<file path="src/rtl/sys_instr_sequencer.sv">
// Stall sequencer for FENCE/FENCE.I, ECALL and EBREAK: drains memory, injects bubbles, halts.
// Optional macro SYS_HALT_RESUME_EN lets a resume request release the HALT state.
module sys_instr_sequencer #(
  parameter int unsigned NOP_CYCLES = 1
) (
  input  logic       clk,
  input  logic       rst,
  input  logic       id_valid,
  input  logic [4:0] opcode,
  input  logic       distin,
  input  logic       mem_busy,
  input  logic       resume,
  output logic       stall_pc,
  output logic       insert_nop,
  output logic       halted,
  output logic       seq_done,
  output logic [1:0] state_o
);

  typedef enum logic [1:0] {
    StRun    = 2'b00,
    StDrain  = 2'b01,
    StBubble = 2'b10,
    StHalt   = 2'b11
  } state_e;

  localparam logic [4:0] OpFence  = 5'b00011;
  localparam logic [4:0] OpSystem = 5'b11100;
  localparam logic [2:0] NopLoad  = 3'(NOP_CYCLES);

  state_e     state_q, state_d;
  logic [2:0] cnt_q, cnt_d;
  logic       halt_release;

`ifdef SYS_HALT_RESUME_EN
  assign halt_release = (state_q == StHalt) && resume;
`else
  logic unused_resume;
  assign unused_resume = resume;
  assign halt_release  = 1'b0;
`endif

  always_ff @(posedge clk) begin
    if (rst) begin
      state_q <= StRun;
      cnt_q   <= 3'd0;
    end else begin
      state_q <= state_d;
      cnt_q   <= cnt_d;
    end
  end

  always_comb begin
    state_d = state_q;
    cnt_d   = cnt_q;
    unique case (state_q)
      StRun: begin
        if (id_valid) begin
          if (opcode == OpFence) begin
            state_d = StDrain;
          end else if (opcode == OpSystem) begin
            if (distin) begin
              state_d = StHalt;
            end else begin
              state_d = StBubble;
              cnt_d   = NopLoad;
            end
          end
        end
      end
      StDrain: begin
        if (!mem_busy) begin
          state_d = StBubble;
          cnt_d   = NopLoad;
        end
      end
      StBubble: begin
        // Exit on 1 (or an out-of-range 0) so the counter never wraps.
        if (cnt_q <= 3'd1) begin
          state_d = StRun;
          cnt_d   = 3'd0;
        end else begin
          cnt_d = cnt_q - 3'd1;
        end
      end
      StHalt: begin
        if (halt_release) begin
          state_d = StRun;
        end
      end
      default: begin
        state_d = StRun;
        cnt_d   = 3'd0;
      end
    endcase
  end

  always_comb begin
    stall_pc   = (state_q != StRun);
    insert_nop = (state_q != StRun);
    halted     = (state_q == StHalt);
    seq_done   = ((state_q == StBubble) && (cnt_q == 3'd1)) || halt_release;
    state_o    = state_q;
  end

endmodule

</file>
<file path="config.mk">
export PLATFORM = sky130hd
export DESIGN_NAME = sys_instr_sequencer
export DESIGN_NICKNAME = d
export VERILOG_FILES = /design/src/rtl/sys_instr_sequencer.sv
export SDC_FILE = /design/constraint.sdc
export NUM_CORES = 1
export LEC_CHECK = 0
export BUFFER_PORTS_ARGS = -buffer_cell sky130_fd_sc_hd__buf_2
export CELL_PAD_IN_SITES_DETAIL_PLACEMENT = 1
export CELL_PAD_IN_SITES_GLOBAL_PLACEMENT = 2
export CORE_MARGIN = 2
export CORE_UTILIZATION = 26
export CTS_CLUSTER_DIAMETER = 30
export DETAILED_ROUTE_END_ITERATION = 10
export HOLD_SLACK_MARGIN = 0.03
export PLACE_DENSITY = 0.79
export SYNTH_ARGS = -nofsm -noshare
export SYNTH_HDL_FRONTEND = slang
export SYNTH_SLANG_ARGS = --single-unit
</file>
<file path="constraint.sdc">
create_clock -name clk -period 2.02 [get_ports clk]
set_input_delay 0.606 -clock clk [delete_from_list [all_inputs] [get_ports clk]]
set_output_delay 0.606 -clock clk [all_outputs]
set_load 0.02 [all_outputs]
</file>
# == Yosys cells after proc, flatten, opt, wreduce, memory -nomap -nowiden ==
# Index checks and enable logic that the tools add are counted.
# word_totals
regBits,5
out_inout_bits,6
elab_cells,38
# classes
n_addsub,1
magnitude_cmp,1
n_eq_ne,13
n_mux,14
n_bitwise,1
n_reduce_logical,6
# ops
operator,n
$mux 3,6
$ne 2x2->1 const B,6
$mux 2,5
$pmux 3 s3,1
$pmux 2 s3,1
$reduce_and 6->1,1
$eq 5x2->1 const B,1
$eq 5x5->1 const B,1
$reduce_and 5->1,1
$eq 2x2->1 const B,2
$eq 3x1->1 const B,1
$le 3x1->1 const B,1
$ne 3x3->1 const B,1
$reduce_bool 3->1,1
$sub 3x1->3 const B,1
$eq 2x1->1 const B,1
$logic_not 2->1,1
$reduce_bool 2->1,1
$logic_and 1x1->1,1
$mux 1,1
$not 1->1,1

# == Logic depth before layout (Yosys ltp) ==
# Gate-level depths: netlist (run 1).
# logic_depth
word_depth,5
ltp_mapped,6
mapped_depth_nobuf,6

# == Worst setup path after synthesis (run 1) ==
# OpenSTA, ideal clock, no wires.
# synth_path
path_kind,register to register
start,reg state_q[0] (netlist: state_o[0])
end,reg state_q[0] (netlist: state_o[0])
setup_time_ns,0.121
t_arrival_ns,1.898
required_time_ns,1.899
path_slack_ns,0.001
stages_incl_launch_ff,7
path_buffers,0
cell_sequence,dfxtp_1 > inv_1 > ha_1 > inv_1 > o21ai_1 > a2111oi_4 > mux2_4
# synth_between
elab_chain_cells,3
word_cells_on_any_way,11
# synth_lines
item,line,text
"start, declared",31,"state_e state_q, state_d;"
"start signal, assigned",45,state_q <= StRun;
"start signal, assigned",48,state_q <= state_d;
"$eq 2x2->1, or another cell as far along",56,unique case (state_q)
"$ne 2x2->1 (no line), or another cell as far along",-,
$reduce_and 5->1 (no line),-,
# Several ways; a longest one is shown, not always the timed one.
# A chain may end at the register's enable or synchronous reset.

# == Worst setup path in the final report (run 1) ==
# layout_path
start,reg state_q[1] (netlist: state_o[1])
end,out seq_done
# layout_between
elab_chain_cells,2
# layout_lines
item,line,text
$eq 2x2->1,102,seq_done = ((state_q == StBubble) && (cnt_q == 3'd1)) || halt_release;
$logic_and 1x1->1,102,
"end, declared",16,"output logic seq_done,"
# Every way passes these cells.

==> out/qor.yml, run 1 <==
outcome:
  outcome: "complete, no violations"
cts:
  cts_sinks: 5
  cts-resized-gates: 0
  cts_post_setup_buffers_inserted: 0
  clock_tree_from_tritoncts: "yes"
  cts-buffers-inserted: 3
  max-clock-path-buffers: 2
  cts-hold-fix-buffers: 0
  worst_setup_hold_path_clk_slew_ns: 0.05
  worstSkewPairLatency_ns: 0.25
  clockRootBuffer: "sky130_fd_sc_hd__clkbuf_4"
  htree_num_levels: 1
layout:
  register_area_um2: 100
  postLayoutCoreUtil_pct: 36.7
  areaGrowthSynthToFinish_pct: 32.9
  multi_input_comb_area_um2: 338
  finish.net_count: 92
  post_layout_nonfiller_instances: 99
  postLayoutCellArea_um2: 627
  num-fill-cells: 220
  drive_gt1_share_pct: 36.5
  antenna_cells_inserted: 0
yosys:
  seq_area_frac_synth_pct: 21.2
  synth.area.top_cells: "sky130_fd_sc_hd__dfxtp_1 21%, sky130_fd_sc_hd__ha_1 16%, sky130_fd_sc_hd__a2111oi_4 5.8%, sky130_fd_sc_hd__inv_1 5.6%, sky130_fd_sc_hd__nor4b_4 5.0%"
  synth_area_per_cell_um2: 9.07
  yosys_warnings: 0
  synthDominantCellAreaShare_pct: 21.2
  postSynthNetCount: 69
  synth_top_flop_cell: "sky130_fd_sc_hd__dfxtp_1"
  synth.top_cells.by_count: "7 x sky130_fd_sc_hd__inv_1, 6 x sky130_fd_sc_hd__ha_1, 5 x sky130_fd_sc_hd__dfxtp_1"
  synth-async-reset-ratio_pct: 0
  synth_edf_count: 0
  most_frequent_cell_after_synthesis: "sky130_fd_sc_hd__inv_1"
  netlist_instances: 52
  syn_area_um2: 472
  number_of_synthesized_register_bits: 5
  synth_area_leader_cell: "sky130_fd_sc_hd__dfxtp_1"
  synth.distinct_cells: 27
critical_path:
  worstPathCellList: "buf_4, ha_1, and3_1, buf_2"
  cpLargestDelayFamily: "flip-flops"
  end_kind: "output pin"
  crit_path_start_kind: "register"
  critPathLaunch: "state_o[1]$_SDFFE_PP0P_"
  critical_path_class: "reg2out"
  worstPathArrival_ns: 1.24
  timing.critical_path.slowest_stage_cell: "sky130_fd_sc_hd__dfxtp_1"
  worstPathRequired_ns: 1.41
  timing.rr.start: "state_o[0]$_SDFFE_PP0P_"
  crit_path_max_incr_delay_ns: 0.30
  critPathBufInv: 2
  max_fanout_on_critical_path: 4
grt:
  antenna_found_initial: 0
  grt_pass1_wl_mm: 2.01
  grt-ovfl-total: 0
  groute.usage.overall_pct: 13.1
  first_global_vias: 492
  grt_start_max_net_pins: 8
placed_design:
  gpl.final_weighted_congestion: 0.759
  placed_area_um2: 601
  pre_cts_ws_ns: -0.00444
  number_of_input_and_output_port_buffers_inserted: 15
  post-dp-hpwl_um: 967
  post-place-cells: 95
pwr:
  power_per_cell_area_nw_per_um2: 674
  final_total_power_mw: 0.422
  power.ir.vdd_worst_mv: 0.343
  leakage_nw: 0.285
timing:
  skew_ns: 0.00615
  slew-limit-headroom_pct: 61.9
  fin_tns_setup_ns: 0
  rsz0062_at_grt: "no"
  max_freq_ghz: 0.541
  final-max-slew-violation-count: 0
  timing.hold.ws_ns: 0.480
  finalCriticalPeriod_ns: 1.85
  final-hold-violation-count: 0
  tightestPinTransition_ns: 0.567
  period_share_pct: 91.5
  finalSetupViolations: 0
  setup_slack_ns: 0.172
floorplanning:
  die-width_um: 46.6
  initial_utilization_pct: 27.6
  die-height_um: 46.6
  core.rowCount: 15
  io-pin-count: 17
  floorplan.core_area_um2: 1710
  die-area_um2: 2170
drt:
  routed-via-count: 457
  dr.pass1.iters: 2
  routed_wl_mm: 1.18
  drc: 0
  post_drt_wl_per_cell_um: 11.9
  route.detailed.vias_per_inst: 4.62
  drt_first_iter_violations: 7
  antenna_left: 0
min_path:
  min-delay-path-class: "reg2reg"
  min_from: "cnt_q[2]$_SDFFE_PP0P_"
run:
  drv_cap: 0
==> worst register-to-register path: stages (launching register included) <==
cell	delay, ns
sky130_fd_sc_hd__dfxtp_1	0.32
sky130_fd_sc_hd__inv_1	0.07
sky130_fd_sc_hd__ha_1	0.21
sky130_fd_sc_hd__inv_1	0.14
sky130_fd_sc_hd__o21ai_1	0.23
sky130_fd_sc_hd__a2111oi_4	0.39
sky130_fd_sc_hd__mux2_4	0.33
==> where the power goes <==
group,switching [mW],leakage (nW),internal (mW),total (mW)
logic,0.109,0.230,0.0836,0.192
clock network,0.0444,0.0150,0.0749,0.119
registers,0.00436,0.0404,0.107,0.111
total,0.157,0.285,0.265,0.422
==> layout make-up <==
class	count	share of cell area, %
multi-input combinational	39	53.9
inverter	7	4.19
clock buffer	4	4.19
tap	25	4.99
sequential	5	16.0
timing repair buffer	19	16.8
==> sequential cells by signal, indices dropped and copies added (netlist names) <==
signal	cells
cnt_q	3
state_o	2
==> cell usage in the layout (no fill, tap or decap), types with 2 or more instances in the layout <==
| cell | n |
|---|---|
| sky130_fd_sc_hd__a21oi_1 | 4 |
| sky130_fd_sc_hd__ha_1 | 6 |
| sky130_fd_sc_hd__or4b_1 | 2 |
| sky130_fd_sc_hd__o21ai_0 | 2 |
| sky130_fd_sc_hd__nor2b_1 | 2 |
| sky130_fd_sc_hd__dfxtp_1 | 5 |
| sky130_fd_sc_hd__inv_1 | 7 |
| sky130_fd_sc_hd__buf_4 | 4 |
| sky130_fd_sc_hd__buf_2 | 15 |
| sky130_fd_sc_hd__clkbuf_4 | 3 |
| sky130_fd_sc_hd__nand2_1 | 4 |
| sky130_fd_sc_hd__a21o_1 | 2 |
==> metal layers <==
layer  global-route usage, %  share of wire, %  vias to the layer above
met3                    3.53               4.1                        2
met4                    1.71              0.68                        0
met5                       0                 0                        -
li1                        -                 -                      230
met2                    23.6                50                        9
met1                    15.6                45                      216
==> logic make-up (layout without fill, tap and decap cells) <==
| family | count (synthesis) | after routing | share of synthesized area [%] |
|---|---|---|---|
| simple gates | 14 | 14 | 21.7 |
| buf+inv | 8 | 30 | 7.16 |
| fa+ha+maj | 6 | 6 | 15.9 |
| flops | 5 | 5 | 21.2 |
| mux | 2 | 2 | 5.30 |
| compound gates | 17 | 17 | 28.6 |
==> worst paths after layout <==
kind                                  end  slack (ns)  depth (start not counted)
setup / recovery                 seq_done        0.17                          4
hold / removal      cnt_q[2]$_SDFFE_PP0P_        0.48                          2
setup reg to reg  state_o[0]$_SDFFE_PP0P_        0.22                          6
hold reg to reg     cnt_q[2]$_SDFFE_PP0P_        0.48                          2
No activity file was read; power rests on OpenSTA's default activity.
==> inputs of run 2 (changes only) <==
==> config.mk (replaced) <==
export PLATFORM = sky130hd
export DESIGN_NAME = sys_instr_sequencer
export DESIGN_NICKNAME = d
export VERILOG_FILES = /design/src/rtl/sys_instr_sequencer.sv
export SDC_FILE = /design/constraint.sdc
export NUM_CORES = 1
export LEC_CHECK = 0
export CELL_PAD_IN_SITES_DETAIL_PLACEMENT = 1
export CELL_PAD_IN_SITES_GLOBAL_PLACEMENT = 2
export CORE_MARGIN = 2
export CORE_UTILIZATION = 33
export CTS_CLUSTER_DIAMETER = 30
export DETAILED_ROUTE_END_ITERATION = 10
export DONT_BUFFER_PORTS = 1
export HOLD_SLACK_MARGIN = 0.03
export PLACE_DENSITY = 0.78
export SYNTH_ARGS = -nofsm -noshare
export SYNTH_HDL_FRONTEND = slang
export SYNTH_SLANG_ARGS = --single-unit
==> out/qor.yml, run 2 (synthesized netlist as in run 1, its figures left out) <==
timing:
  max_freq_ghz: 0.548
  skew_ns: 0.00163
  slew-limit-headroom_pct: 77.1
  final-hold-violation-count: 0
  rsz0062_at_grt: "no"
  finalSetupViolations: 0
  final-max-slew-violation-count: 0
  fin_tns_setup_ns: 0
  tightestPinTransition_ns: 0.341
  finalCriticalPeriod_ns: 1.82
  period_share_pct: 90.3
pwr:
  p_clk_share_pct: 30.2
  power.internal_mw: 0.256
  power.ir.vdd_worst_mv: 0.314
  power_per_cell_area_nw_per_um2: 732
  power.net_switching_mw: 0.144
  leakage_nw: 0.221
  power.share.switching_pct: 36.1
  power.share.combinational_pct: 42.1
  seq_power_share_pct: 27.7
critical_path:
  critical_path_class: "reg2out"
  max_fanout_on_critical_path: 4
  critPathBufInv: 1
  worstPathCellList: "buf_4, ha_1, and3_1"
  worstPathRequired_ns: 1.41
  cpLargestDelayFamily: "flip-flops"
  worstPathArrival_ns: 1.22
  end_kind: "output pin"
  crit_path_start_kind: "register"
  timing.critical_path.slowest_stage_cell: "sky130_fd_sc_hd__dfxtp_1"
  crit_path_max_incr_delay_ns: 0.32
placed_design:
  gpl.final_weighted_congestion: 0.722
  number_of_input_and_output_port_buffers_inserted: 0
  post-dp-hpwl_um: 853
grt:
  grt_pass1_wl_mm: 1.65
  grt_start_max_net_pins: 8
  antenna_found_initial: 0
  groute.usage.overall_pct: 12.7
  first_global_vias: 402
  grt-ovfl-total: 0
floorplanning:
  die-width_um: 41.8
  initial_utilization_pct: 35.8
  floorplan.core_area_um2: 1320
  core.rowCount: 13
  die-height_um: 41.8
  io-pin-count: 17
  die-area_um2: 1750
drt:
  post_drt_wl_per_cell_um: 13.0
  drt_first_iter_violations: 6
  dr.pass1.iters: 4
  routed_wl_um: 978
  drc: 0
  antenna_left: 0
  routed-via-count: 390
  route.detailed.vias_per_inst: 5.20
layout:
  drive_gt1_share_pct: 21.7
  finish.net_count: 78
  areaGrowthSynthToFinish_pct: 15.9
  postLayoutCoreUtil_pct: 41.5
  mostFrequentLayoutCell: "sky130_fd_sc_hd__inv_1"
  registers.top_by_ff_count: "cnt_q"
  num-fill-cells: 162
  antenna_cells_inserted: 0
  highest_count_cells_in_the_layout_ignoring_fill_and_taps: "7 x sky130_fd_sc_hd__inv_1, 6 x sky130_fd_sc_hd__ha_1, 5 x sky130_fd_sc_hd__dfxtp_1, 5 x sky130_fd_sc_hd__buf_4"
  largest_register_ff_count: 3
cts:
  worst_setup_hold_path_clk_slew_ns: 0.04
  cts-hold-fix-buffers: 0
  max-clock-path-buffers: 2
  cts_sinks: 5
  htree_num_levels: 1
  cts-resized-gates: 0
  cts_post_setup_buffers_inserted: 0
  clockRootBuffer: "sky130_fd_sc_hd__clkbuf_4"
  cts-buffers-inserted: 3
  clock_tree_from_tritoncts: "yes"
  worstSkewPairLatency_ns: 0.25
run:
  drv_cap: 0
outcome:
  outcome: "complete, no violations"
min_path:
  min-delay-path-class: "in2reg"
## run 2: per-stage QoR
step | hold slack [ns] | std cells | worst slack, ns | area [µm²] | power [mW]
6_report | 0.423 | 75 | 0.196 | 547 | 0.400
5_1_grt | 0.408 | 75 | 0.0803 | 547 | 0.437
4_1_cts | 0.417 | 75 | 0.172 | 547 | 0.409
3_5_place_dp | 0.471 | 71 | 0.0776 | 520 | 0.285
3_3_place_gp | 0.454 | 71 | 0.0908 | 520 | 0.284
2_1_floorplan | 0.442 | 52 | 0.00122 | 472 | 0.243
## run 2: cell type report
| cell class | count | area (µm²) | area share [%] |
|---|---|---|---|
| Timing Repair Buffer | 5 | 37.5 | 6.86 |
| Sequential cell | 5 | 100 | 18.3 |
| Clock buffer | 4 | 26.3 | 4.81 |
| Inverter | 7 | 26.3 | 4.81 |
| Tap cell | 15 | 18.8 | 3.43 |
| Multi-Input combinational cell | 39 | 338 | 61.8 |
## run 2: worst paths after layout
check                                from               endpoint  slack [ns]  depth (start not counted)
setup / recovery  state_o[1]$_SDFFE_PP0P_               seq_done        0.20                          3
hold reg to reg     cnt_q[2]$_SDFFE_PP0P_  cnt_q[2]$_SDFFE_PP0P_        0.47                          2
hold / removal                        rst  cnt_q[1]$_SDFFE_PP0P_        0.42                          1
setup reg to reg  state_o[0]$_SDFFE_PP0P_  cnt_q[1]$_SDFFE_PP0P_        0.21                          7
## run 2: layer usage
metal  GRT usage (%)  up-vias  wire, µm
met3            5.22        4        55
met2            20.9       11       478
li1                -      201         -
met5               0        -         0
met4            7.74        0        21
met1            13.4      174       422
## run 2: power by group through the flow
stage | Clock, mW | Sequential (mW) | Combinational [mW]
3_5_place_dp | 0 | 0.113 | 0.172
3_3_place_gp | 0 | 0.113 | 0.172
4_1_cts | 0.125 | 0.111 | 0.172
2_1_floorplan | 0 | 0.124 | 0.119
5_1_grt | 0.138 | 0.111 | 0.188
6_report | 0.121 | 0.111 | 0.168
==> inputs of run 3 (changes only) <==
--- a/config.mk
+++ b/config.mk
@@ -5,10 +5,11 @@
 export SDC_FILE = /design/constraint.sdc
 export NUM_CORES = 1
 export LEC_CHECK = 0
+export ABC_AREA = 1
 export CELL_PAD_IN_SITES_DETAIL_PLACEMENT = 1
 export CELL_PAD_IN_SITES_GLOBAL_PLACEMENT = 2
 export CORE_MARGIN = 2
-export CORE_UTILIZATION = 33
+export CORE_UTILIZATION = 29
 export CTS_CLUSTER_DIAMETER = 30
 export DETAILED_ROUTE_END_ITERATION = 10
 export DONT_BUFFER_PORTS = 1
==> out/qor.yml, run 3 <==
placed_design:
  gpl.final_weighted_congestion: 0.701
  post-dp-hpwl_um: 999
  placed_area_um2: 532
  number_of_input_and_output_port_buffers_inserted: 0
layout:
  register_area_um2: 100
  registers.top_by_ff_count: "cnt_q"
  finish.net_count: 105
  highest_count_cells_in_the_layout_ignoring_fill_and_taps: "21 x sky130_fd_sc_hd__nand2_1, 15 x sky130_fd_sc_hd__inv_1, 9 x sky130_fd_sc_hd__nor2_1, 9 x sky130_fd_sc_hd__nand3_1, 6 x sky130_fd_sc_hd__ha_1"
  drive_gt1_share_pct: 13.8
  areaGrowthSynthToFinish_pct: 10.9
  largest_register_ff_count: 3
  num-fill-cells: 227
  antenna_cells_inserted: 0
  postLayoutCellArea_um2: 558
  multi_input_comb_area_um2: 332
  mostFrequentLayoutCell: "sky130_fd_sc_hd__nand2_1"
floorplanning:
  io-pin-count: 17
  die-width_um: 45.6
  core.rowCount: 15
  die-area_um2: 2080
  die-height_um: 45.6
  floorplan.core_area_um2: 1670
  initial_utilization_pct: 30.1
yosys:
  synth_top_flop_cell: "sky130_fd_sc_hd__dfxtp_1"
  seq_area_frac_synth_pct: 19.9
  most_frequent_cell_after_synthesis: "sky130_fd_sc_hd__nand2_1"
  number_of_synthesized_register_bits: 5
  synth.area.top_cells: "sky130_fd_sc_hd__dfxtp_1 20%, sky130_fd_sc_hd__nand2_1 16%, sky130_fd_sc_hd__ha_1 15%, sky130_fd_sc_hd__inv_1 11%, sky130_fd_sc_hd__nand3_1 9.0%"
  syn_area_um2: 503
  yosys_warnings: 0
  synthDominantCellAreaShare_pct: 19.9
  synth_area_per_cell_um2: 6.13
  synth-async-reset-ratio_pct: 0
  netlist_instances: 82
  synth.distinct_cells: 18
  synth.top_cells.by_count: "21 x sky130_fd_sc_hd__nand2_1, 15 x sky130_fd_sc_hd__inv_1, 9 x sky130_fd_sc_hd__nand3_1, 9 x sky130_fd_sc_hd__nor2_1, 6 x sky130_fd_sc_hd__ha_1"
  synth_area_leader_cell: "sky130_fd_sc_hd__dfxtp_1"
  postSynthNetCount: 99
  synth_edf_count: 0
timing:
  period_share_pct: 93.8
  finalSetupViolations: 0
  finalCriticalPeriod_ns: 1.90
  final-max-slew-violation-count: 0
  rsz0062_at_grt: "no"
  final-hold-violation-count: 0
  tightestPinTransition_ns: 0.381
  fin_tns_setup_ns: 0
  skew_ns: 0.00634
  max_freq_ghz: 0.528
  slew-limit-headroom_pct: 74.5
drt:
  drt_first_iter_violations: 6
  antenna_left: 0
  routed_wl_mm: 1.11
  route.detailed.vias_per_inst: 4.66
  post_drt_wl_per_cell_um: 10.7
  routed-via-count: 485
  dr.pass1.iters: 3
  drc: 0
critical_path:
  worstPathRequired_ns: 1.41
  crit_path_max_incr_delay_ns: 0.32
  reg2regPathDepth: 10
  critical_path_class: "reg2out"
  worstPathArrival_ns: 1.29
  max_fanout_on_critical_path: 3
  timing.critical_path.slowest_stage_cell: "sky130_fd_sc_hd__dfxtp_1"
  crit_path_start_kind: "register"
  end_kind: "output pin"
  worstPathCellList: "buf_4, ha_1, inv_1, nor2_1"
  setup.reg_to_reg.worst_slack_ns: 0.40
cts:
  max-clock-path-buffers: 2
  clockRootBuffer: "sky130_fd_sc_hd__clkbuf_4"
  cts_sinks: 5
  cts-buffers-inserted: 3
  cts-resized-gates: 0
  cts_post_setup_buffers_inserted: 0
  cts-hold-fix-buffers: 0
  clock_tree_from_tritoncts: "yes"
  worst_setup_hold_path_clk_slew_ns: 0.05
  htree_num_levels: 1
  worstSkewPairLatency_ns: 0.24
min_path:
  min-delay-path-class: "in2reg"
  hold-path-cell-count: 1
pwr:
  power_per_cell_area_nw_per_um2: 1460
  final_total_power_mw: 0.815
  leakage_nw: 0.288
  power.ir.vdd_worst_mv: 0.642
grt:
  grt_start_max_net_pins: 7
  grt_pass1_wl_mm: 1.90
  grt-ovfl-total: 0
  antenna_found_initial: 0
  first_global_vias: 485
  groute.usage.overall_pct: 12.7
run:
  drv_cap: 0
outcome:
  outcome: "complete, no violations"
[run 3: cell type report]
cell class	instances	share of cell area [%]
tap	17	3.81
multi-input combinational	59	59.4
timing repair buffer	2	2.69
sequential	5	17.9
inverter	17	11.4
clock buffer	4	4.71
[run 3: per-layer routing]
metal | vias up | routed length, µm | GRT usage [%]
li1 | 264 | - | -
met1 | 206 | 563 | 15.8
met2 | 15 | 458 | 19.7
met3 | 0 | 89 | 6.75
met4 | 0 | 0 | 1.76
met5 | - | 0 | 0
[run 3: worst paths after layout]
check                           from                      end
max reg2reg  state_o[1]$_SDFFE_PP0P_  state_o[0]$_SDFFE_PP0P_
min                              rst    cnt_q[0]$_SDFFE_PP0P_
min reg2reg    cnt_q[1]$_SDFFE_PP0P_    cnt_q[1]$_SDFFE_PP0P_
max          state_o[1]$_SDFFE_PP0P_                 seq_done
[run 3: critical path: cells and delay by family, from the launching register on]
kind	cells	cell delay [ns]
flops	1	0.32
simple gates	1	0.32
buf+inv	2	0.21
fa+ha+maj	1	0.20
[run 3: where the power goes]
part | total (mW) | internal (mW) | switching [mW] | leakage [nW]
Clock | 0.113 | 0.0745 | 0.0384 | 0.0150
Sequential | 0.140 | 0.126 | 0.0141 | 0.0406
Combinational | 0.562 | 0.191 | 0.371 | 0.232
[run 3: cell families (layout without fill, tap and decap cells)]
kind of cell	count (synthesis)	in the layout	synth area share (%)
flops	5	5	19.9
mux	1	1	2.24
fa+ha+maj	6	6	14.9
simple gates	45	45	39.6
compound gates	7	7	9.20
buf+inv	18	23	14.2
[run 3: per-stage QoR]
stage               utilization, %  setup slack, ns  std cells  hold slack [ns]
finish                        33.4            0.124        104            0.427
global route                  33.4           0.0181        104            0.408
CTS                           33.4            0.103        104            0.420
detailed placement            31.8            0.361        100            0.461
global placement              31.8            0.376        100            0.450
floorplan                        -            0.270         82            0.435
